`config.mk`:
```
export PLATFORM = sky130hd
export DESIGN_NAME = rst_seq_ctrl
export DESIGN_NICKNAME = d
export VERILOG_FILES = /design/src/rtl/rst_seq_ctrl.sv
export SDC_FILE = /design/constraint.sdc
export NUM_CORES = 1
export LEC_CHECK = 0
export ABC_AREA = 0
export CAP_MARGIN = 10
export CORE_UTILIZATION = 55
export DETAILED_ROUTE_END_ITERATION = 10
export HOLD_SLACK_MARGIN = 0.03
export PLACE_DENSITY = 0.93
export SETUP_SLACK_MARGIN = 0.4
export SYNTH_ARGS = -nofsm -noshare
export SYNTH_HDL_FRONTEND = slang
export SYNTH_SLANG_ARGS = --single-unit
```
`constraint.sdc`:
```
create_clock -name clk -period 1.1 [get_ports clk]
set_input_delay 0.165 -clock clk [delete_from_list [all_inputs] [get_ports clk]]
set_output_delay 0.165 -clock clk [all_outputs]
set_load 0.02 [all_outputs]
```
`src/rtl/rst_seq_ctrl.sv`:
```
// Reset / clock-enable sequencer: orders p_reset_n, clk_enb and s_reset_n after e_reset_n and runs soft reboots.
// Optional SOFT_BOOT_CNT_EN keeps a saturating count of soft reboots on soft_boot_cnt.
module rst_seq_ctrl #(
    parameter int SYNC_STAGES = 2,
    parameter int PRST_CYC    = 16,
    parameter int CLKEN_CYC   = 8,
    parameter int SRST_CYC    = 8,
    parameter int CNT_W       = 8
) (
    input  logic       clk,
    input  logic       e_reset_n,
    input  logic       soft_boot_req,
    output logic       p_reset_n,
    output logic       clk_enb,
    output logic       s_reset_n,
    output logic       soft_boot_busy,
    output logic [2:0] seq_state,
    output logic [7:0] soft_boot_cnt
);

    typedef enum logic [2:0] {
        IDLE       = 3'd0,
        WAIT_PRST  = 3'd1,
        WAIT_CLKEN = 3'd2,
        WAIT_SRST  = 3'd3,
        ACTIVE     = 3'd4,
        SOFT_RST   = 3'd5,
        SOFT_HOLD  = 3'd6
    } state_t;

    localparam logic [CNT_W-1:0] PRST_LAST  = CNT_W'(PRST_CYC - 1);
    localparam logic [CNT_W-1:0] CLKEN_LAST = CNT_W'(CLKEN_CYC - 1);
    localparam logic [CNT_W-1:0] SRST_LAST  = CNT_W'(SRST_CYC - 1);

    logic [SYNC_STAGES-1:0] rst_sync;
    logic [SYNC_STAGES-1:0] req_sync;
    logic                   rst_int_n;
    logic                   req_s;
    state_t                 state_q, state_d;
    logic [CNT_W-1:0]       cnt_q, cnt_d;

    // Assert immediately, release only after SYNC_STAGES clean edges.
    always_ff @(posedge clk or negedge e_reset_n) begin
        if (!e_reset_n) rst_sync <= '0;
        else            rst_sync <= {rst_sync[SYNC_STAGES-2:0], 1'b1};
    end
    assign rst_int_n = rst_sync[SYNC_STAGES-1];

    always_ff @(posedge clk or negedge rst_int_n) begin
        if (!rst_int_n) req_sync <= '0;
        else            req_sync <= {req_sync[SYNC_STAGES-2:0], soft_boot_req};
    end
    assign req_s = req_sync[SYNC_STAGES-1];

    always_comb begin
        state_d = state_q;
        cnt_d   = (cnt_q == '1) ? cnt_q : cnt_q + CNT_W'(1);
        case (state_q)
            IDLE:       state_d = WAIT_PRST;
            WAIT_PRST:  if (cnt_q == PRST_LAST)  state_d = WAIT_CLKEN;
            WAIT_CLKEN: if (cnt_q == CLKEN_LAST) state_d = WAIT_SRST;
            WAIT_SRST:  if (cnt_q == SRST_LAST)  state_d = ACTIVE;
            ACTIVE:     if (req_s)               state_d = SOFT_RST;
            SOFT_RST:   if (cnt_q == CLKEN_LAST) state_d = SOFT_HOLD;
            // Counter saturates here so a long-held request cannot wrap the minimum hold time.
            SOFT_HOLD:  if (!req_s && cnt_q >= PRST_LAST) state_d = WAIT_CLKEN;
            default:    state_d = IDLE;
        endcase
        if (state_d != state_q) cnt_d = '0;
    end

    always_ff @(posedge clk or negedge rst_int_n) begin
        if (!rst_int_n) begin
            state_q        <= IDLE;
            cnt_q          <= '0;
            p_reset_n      <= 1'b0;
            clk_enb        <= 1'b0;
            s_reset_n      <= 1'b0;
            soft_boot_busy <= 1'b0;
        end else begin
            state_q        <= state_d;
            cnt_q          <= cnt_d;
            // Outputs decode the next state so each changes on its state-entry edge.
            p_reset_n      <= (state_d == WAIT_CLKEN) || (state_d == WAIT_SRST) || (state_d == ACTIVE) ||
                              (state_d == SOFT_RST) || (state_d == SOFT_HOLD);
            clk_enb        <= (state_d == WAIT_SRST) || (state_d == ACTIVE) || (state_d == SOFT_RST);
            s_reset_n      <= (state_d == ACTIVE);
            soft_boot_busy <= (state_d == SOFT_RST) || (state_d == SOFT_HOLD);
        end
    end

    assign seq_state = state_q;

`ifdef SOFT_BOOT_CNT_EN
    logic [7:0] boot_cnt_q;

    always_ff @(posedge clk or negedge rst_int_n) begin
        if (!rst_int_n)
            boot_cnt_q <= 8'h00;
        else if (state_q == ACTIVE && state_d == SOFT_RST && boot_cnt_q != 8'hFF)
            boot_cnt_q <= boot_cnt_q + 8'h01;
    end
    assign soft_boot_cnt = boot_cnt_q;
`else
    assign soft_boot_cnt = 8'h00;
`endif

endmodule

```
==> summary.md <==
| Metric | Value |
|---|---|
| Critical path class | `flip-flop to flip-flop` |
| Rows | `15` |
| Initial DRC count | `45` |
| Clock-pin slew on the worst setup and hold paths | `110 ps` |
| Worst endpoint required time | `1300 ps` |
| Multi-input gate area | `617 sq um` |
| Largest family of logic cells by synthesized area | `simple AND/OR/NAND/NOR gates` |
| Period minus WS final | `1810 ps` |
| Violated checks | `negative setup slack` |
| Diode count | `0` |
| Worst-Skew Late Latency | `280 ps` |
| Die Wd | `~46 um` |
| Critical path startpoint category | `flip-flop` |
| RSZ-0062 raised after global routing | `true` |
| Synth Area in XOR/XNOR | `less than 1%` |
| Multiplexer area fraction after synthesis | `1.87%` |
| # nets final | `163` |
| Deepest clock path buffer count | `2` |
| Total global routing overflow | `0` |
| Yosys warning count | `0` |
| Period utilization | `164%` |
| Vias per Instance | `approximately 6` |
| Final max-slew violation count | `0` |
| DP Area | `1380 sq um` |
| Fmax | `approximately 550 MHz` |
| Total CTS buffers | `3` |
| Area share of fa/ha/maj cells after synthesis | `1.17%` |
| Crit. End Element | `flip-flop` |
| Height of the chip | `46.1 um` |
| Hold Vio Cnt, Final | `0` |
| Routed Antenna Nets | `0` |
| Worst Path Arrival | `2010 ps` |
| Setup ws final | `-709 ps` |
| CP Max Fanout | `8` |
| Initial antenna violation count | `0` |
| Hold Path Class | `primary input to async pin` |
| MaxCap Viol Count | `0` |
| Die area | `2120 sq um` |
| Length of the first detailed-routing pass in iterations | `5` |
| Compound-Gate Fraction of Synth Area | `16.0%` |
| Setup violators final | `16` |
| Status | `complete, but fails checks` |
| Starting Density | `between 60 and 70%` |
| Post-synthesis area per instance | `around 9.5 sq um` |
| Largest net degree at the start of global routing | `18` |
| Area occupied by registers | `475 sq um` |
| VDD IR max | `1190 uV` |
| First-pass GRT wire length | `4410 um` |
| Clock Sinks | `19` |
| Share of cells above drive strength 1 | `about 47%` |
| Setup Skew | `roughly 5.3 ps` |
| Synth cell types | `36` |
| Post-Route Setup TNS | `-9210 ps` |
| Placer congestion estimate | `0.947` |
| Leak Pwr | `0.000724 uW` |
| WL per Instance | `between 15 and 20 um` |
| Vias in the first global route | `965` |
| Final wirelength | `3330 um` |
| FF-to-FF setup slack | `-710 ps` |
| CTS tree | `yes` |
| Cell area after layout | `1580 sq um` |
| Register area share after synthesis | `between 40% and 50%` |
| I/O Pins | `18` |
| Core area | `1760 sq um` |
| Mapped cell area | `1070 sq um` |
| Remaining routing DRC violations | `0` |
| Htree depth | `1` |
| Util after Layout | `89.5%` |
| Synth-to-layout area growth | `47.8%` |
| GRT Overall Usage | `roughly 30%` |
| Dpl hpwl | `1870 um` |
| Place WS | `-683 ps` |
| FILL cells | `80` |
| Via count | `1110` |
| PD cells | `1940 nW/um^2` |
| CTS root buf | `clkbuf_4` |
| Cells after synthesis | `about 110` |
| # port buffers | `9` |
| Yosys reg bits | `19` |
| Post-Synth Simple-Gate Area | `22.7%` |
| Overall Power | `3070 uW` |
[power breakdown]
group          switching [uW]  leakage [uW]  internal [uW]
Sequential                133      0.000243            848
Combinational             972      0.000467            779
Clock                     200     0.0000150            140
Total                    1300      0.000724           1770
[per-stage QoR]
stage | hold WS (ps) | instances
6_report | 30.7 | 183
5_1_grt | 26.5 | 183
4_1_cts | 29.6 | 182
3_5_place_dp | 191 | 175
3_3_place_gp | 185 | 175
2_1_floorplan | -131 | 120
[Yosys cell counts]
master / number / area, sq um
a2111oi_4: 1 / 27.5
nor3_1: 8 / 40.0
o211ai_1: 1 / 7.51
conb_1: 2 / 7.51
clkbuf_8: 1 / 13.8
nor4_1: 2 / 12.5
and3b_1: 1 / 8.76
o32ai_1: 1 / 8.76
and2_1: 2 / 12.5
dfrtp_1: 19 / 475
xor2_1: 1 / 8.76
o21ai_0: 3 / 15.0
dlygate4sd1_1: 1 / 8.76
buf_6: 1 / 11.3
a22oi_1: 2 / 15.0
nor2_1: 13 / 48.8
inv_1: 5 / 18.8
a31oi_1: 1 / 6.26
a211oi_2: 1 / 12.5
a21oi_1: 7 / 35.0
ha_1: 1 / 12.5
or4_4: 1 / 11.3
a2bb2oi_1: 1 / 8.76
mux2i_1: 2 / 20.0
nand3_1: 8 / 40.0
clkdlybuf4s18_2: 1 / 10.0
and3_1: 1 / 6.26
nand2_1: 8 / 30.0
nand4_1: 2 / 12.5
buf_4: 9 / 67.6
and4b_2: 1 / 11.3
a211oi_1: 1 / 7.51
a311o_2: 1 / 11.3
a221oi_1: 1 / 8.76
o31ai_1: 1 / 7.51
or2b_2: 1 / 8.76
[layout by cell type, fill, tap and decap left out, types with 2 or more instances in the layout]
master	n
a21oi_1	5
a21oi_2	2
a22oi_1	2
and2_4	2
buf_4	31
buf_6	14
clkbuf_4	3
clkdlybuf4s50_1	2
conb_1	9
dfrtp_1	19
inv_1	5
mux2i_1	2
nand2_1	7
nand3_1	4
nand3_2	2
nand3_4	2
nand4_1	2
nor2_1	11
nor2_2	2
nor3_1	7
o21ai_0	2
[final cells by class]
| class | count | share of cell area [%] |
|---|---|---|
| timing repair buffer | 47 | 26.0 |
| clock buffer | 4 | 1.66 |
| tap | 25 | 1.98 |
| multi-input combinational | 83 | 39.1 |
| sequential | 19 | 30.1 |
| inverter | 5 | 1.19 |
[path summary, 6_finish.rpt]
kind,from,end,cells after the start
hold reg to reg,rst_sync[1],s_reset_n,1
setup / recovery,cnt_q[7],cnt_q[4],4
min in group clk,soft_boot_req,req_sync[0],1
setup reg to reg,cnt_q[7],cnt_q[4],4
max in group asynchronous,rst_sync[1],req_sync[0],1
hold / removal,e_reset_n,rst_sync[0],1
[worst max-delay path, cell delays in order (launching register included)]
cell and delay (ps):
dfrtp_1 400, or4_4 550, a2111oi_4 460, a211oi_4 140, nor3_1 180
[state kept, by name, summed over array words and instances, names as in the netlist]
register and flops:
p_reset_n 1, seq_state 3, rst_sync 2, s_reset_n 1, cnt_q 8, clk_enb 1
soft_boot_busy 1, req_sync 2
[cell families after synthesis]
logic type / Yosys count
mux: 2
xor+xnor: 1
simple gates: 48
flops: 19
fa+ha+maj: 1
compound gates: 22
other cells: 2
buf+inv: 18
[routing by layer]
metal | track usage [%] | share of wire (%) | vias up
li1 | - | - | 479
met1 | 34.2 | 35 | 531
met2 | 57.5 | 53 | 77
met3 | 3.53 | 6.7 | 23
met4 | 7.65 | 5.3 | 0
met5 | 0 | 0 | -
[what timing repair did]
| item | in CTS | in global routing |
|---|---|---|
| pin swaps | 5 | 8 |
| gates resized for setup | 56 | 12 |
| buffers inserted | 3 | 1 |
| setup endpoints to repair | 22 | 22 |
| hold endpoints to repair | 2 | 2 |
| gates cloned | 0 | 0 |
No activity file was read; power rests on OpenSTA's default activity.
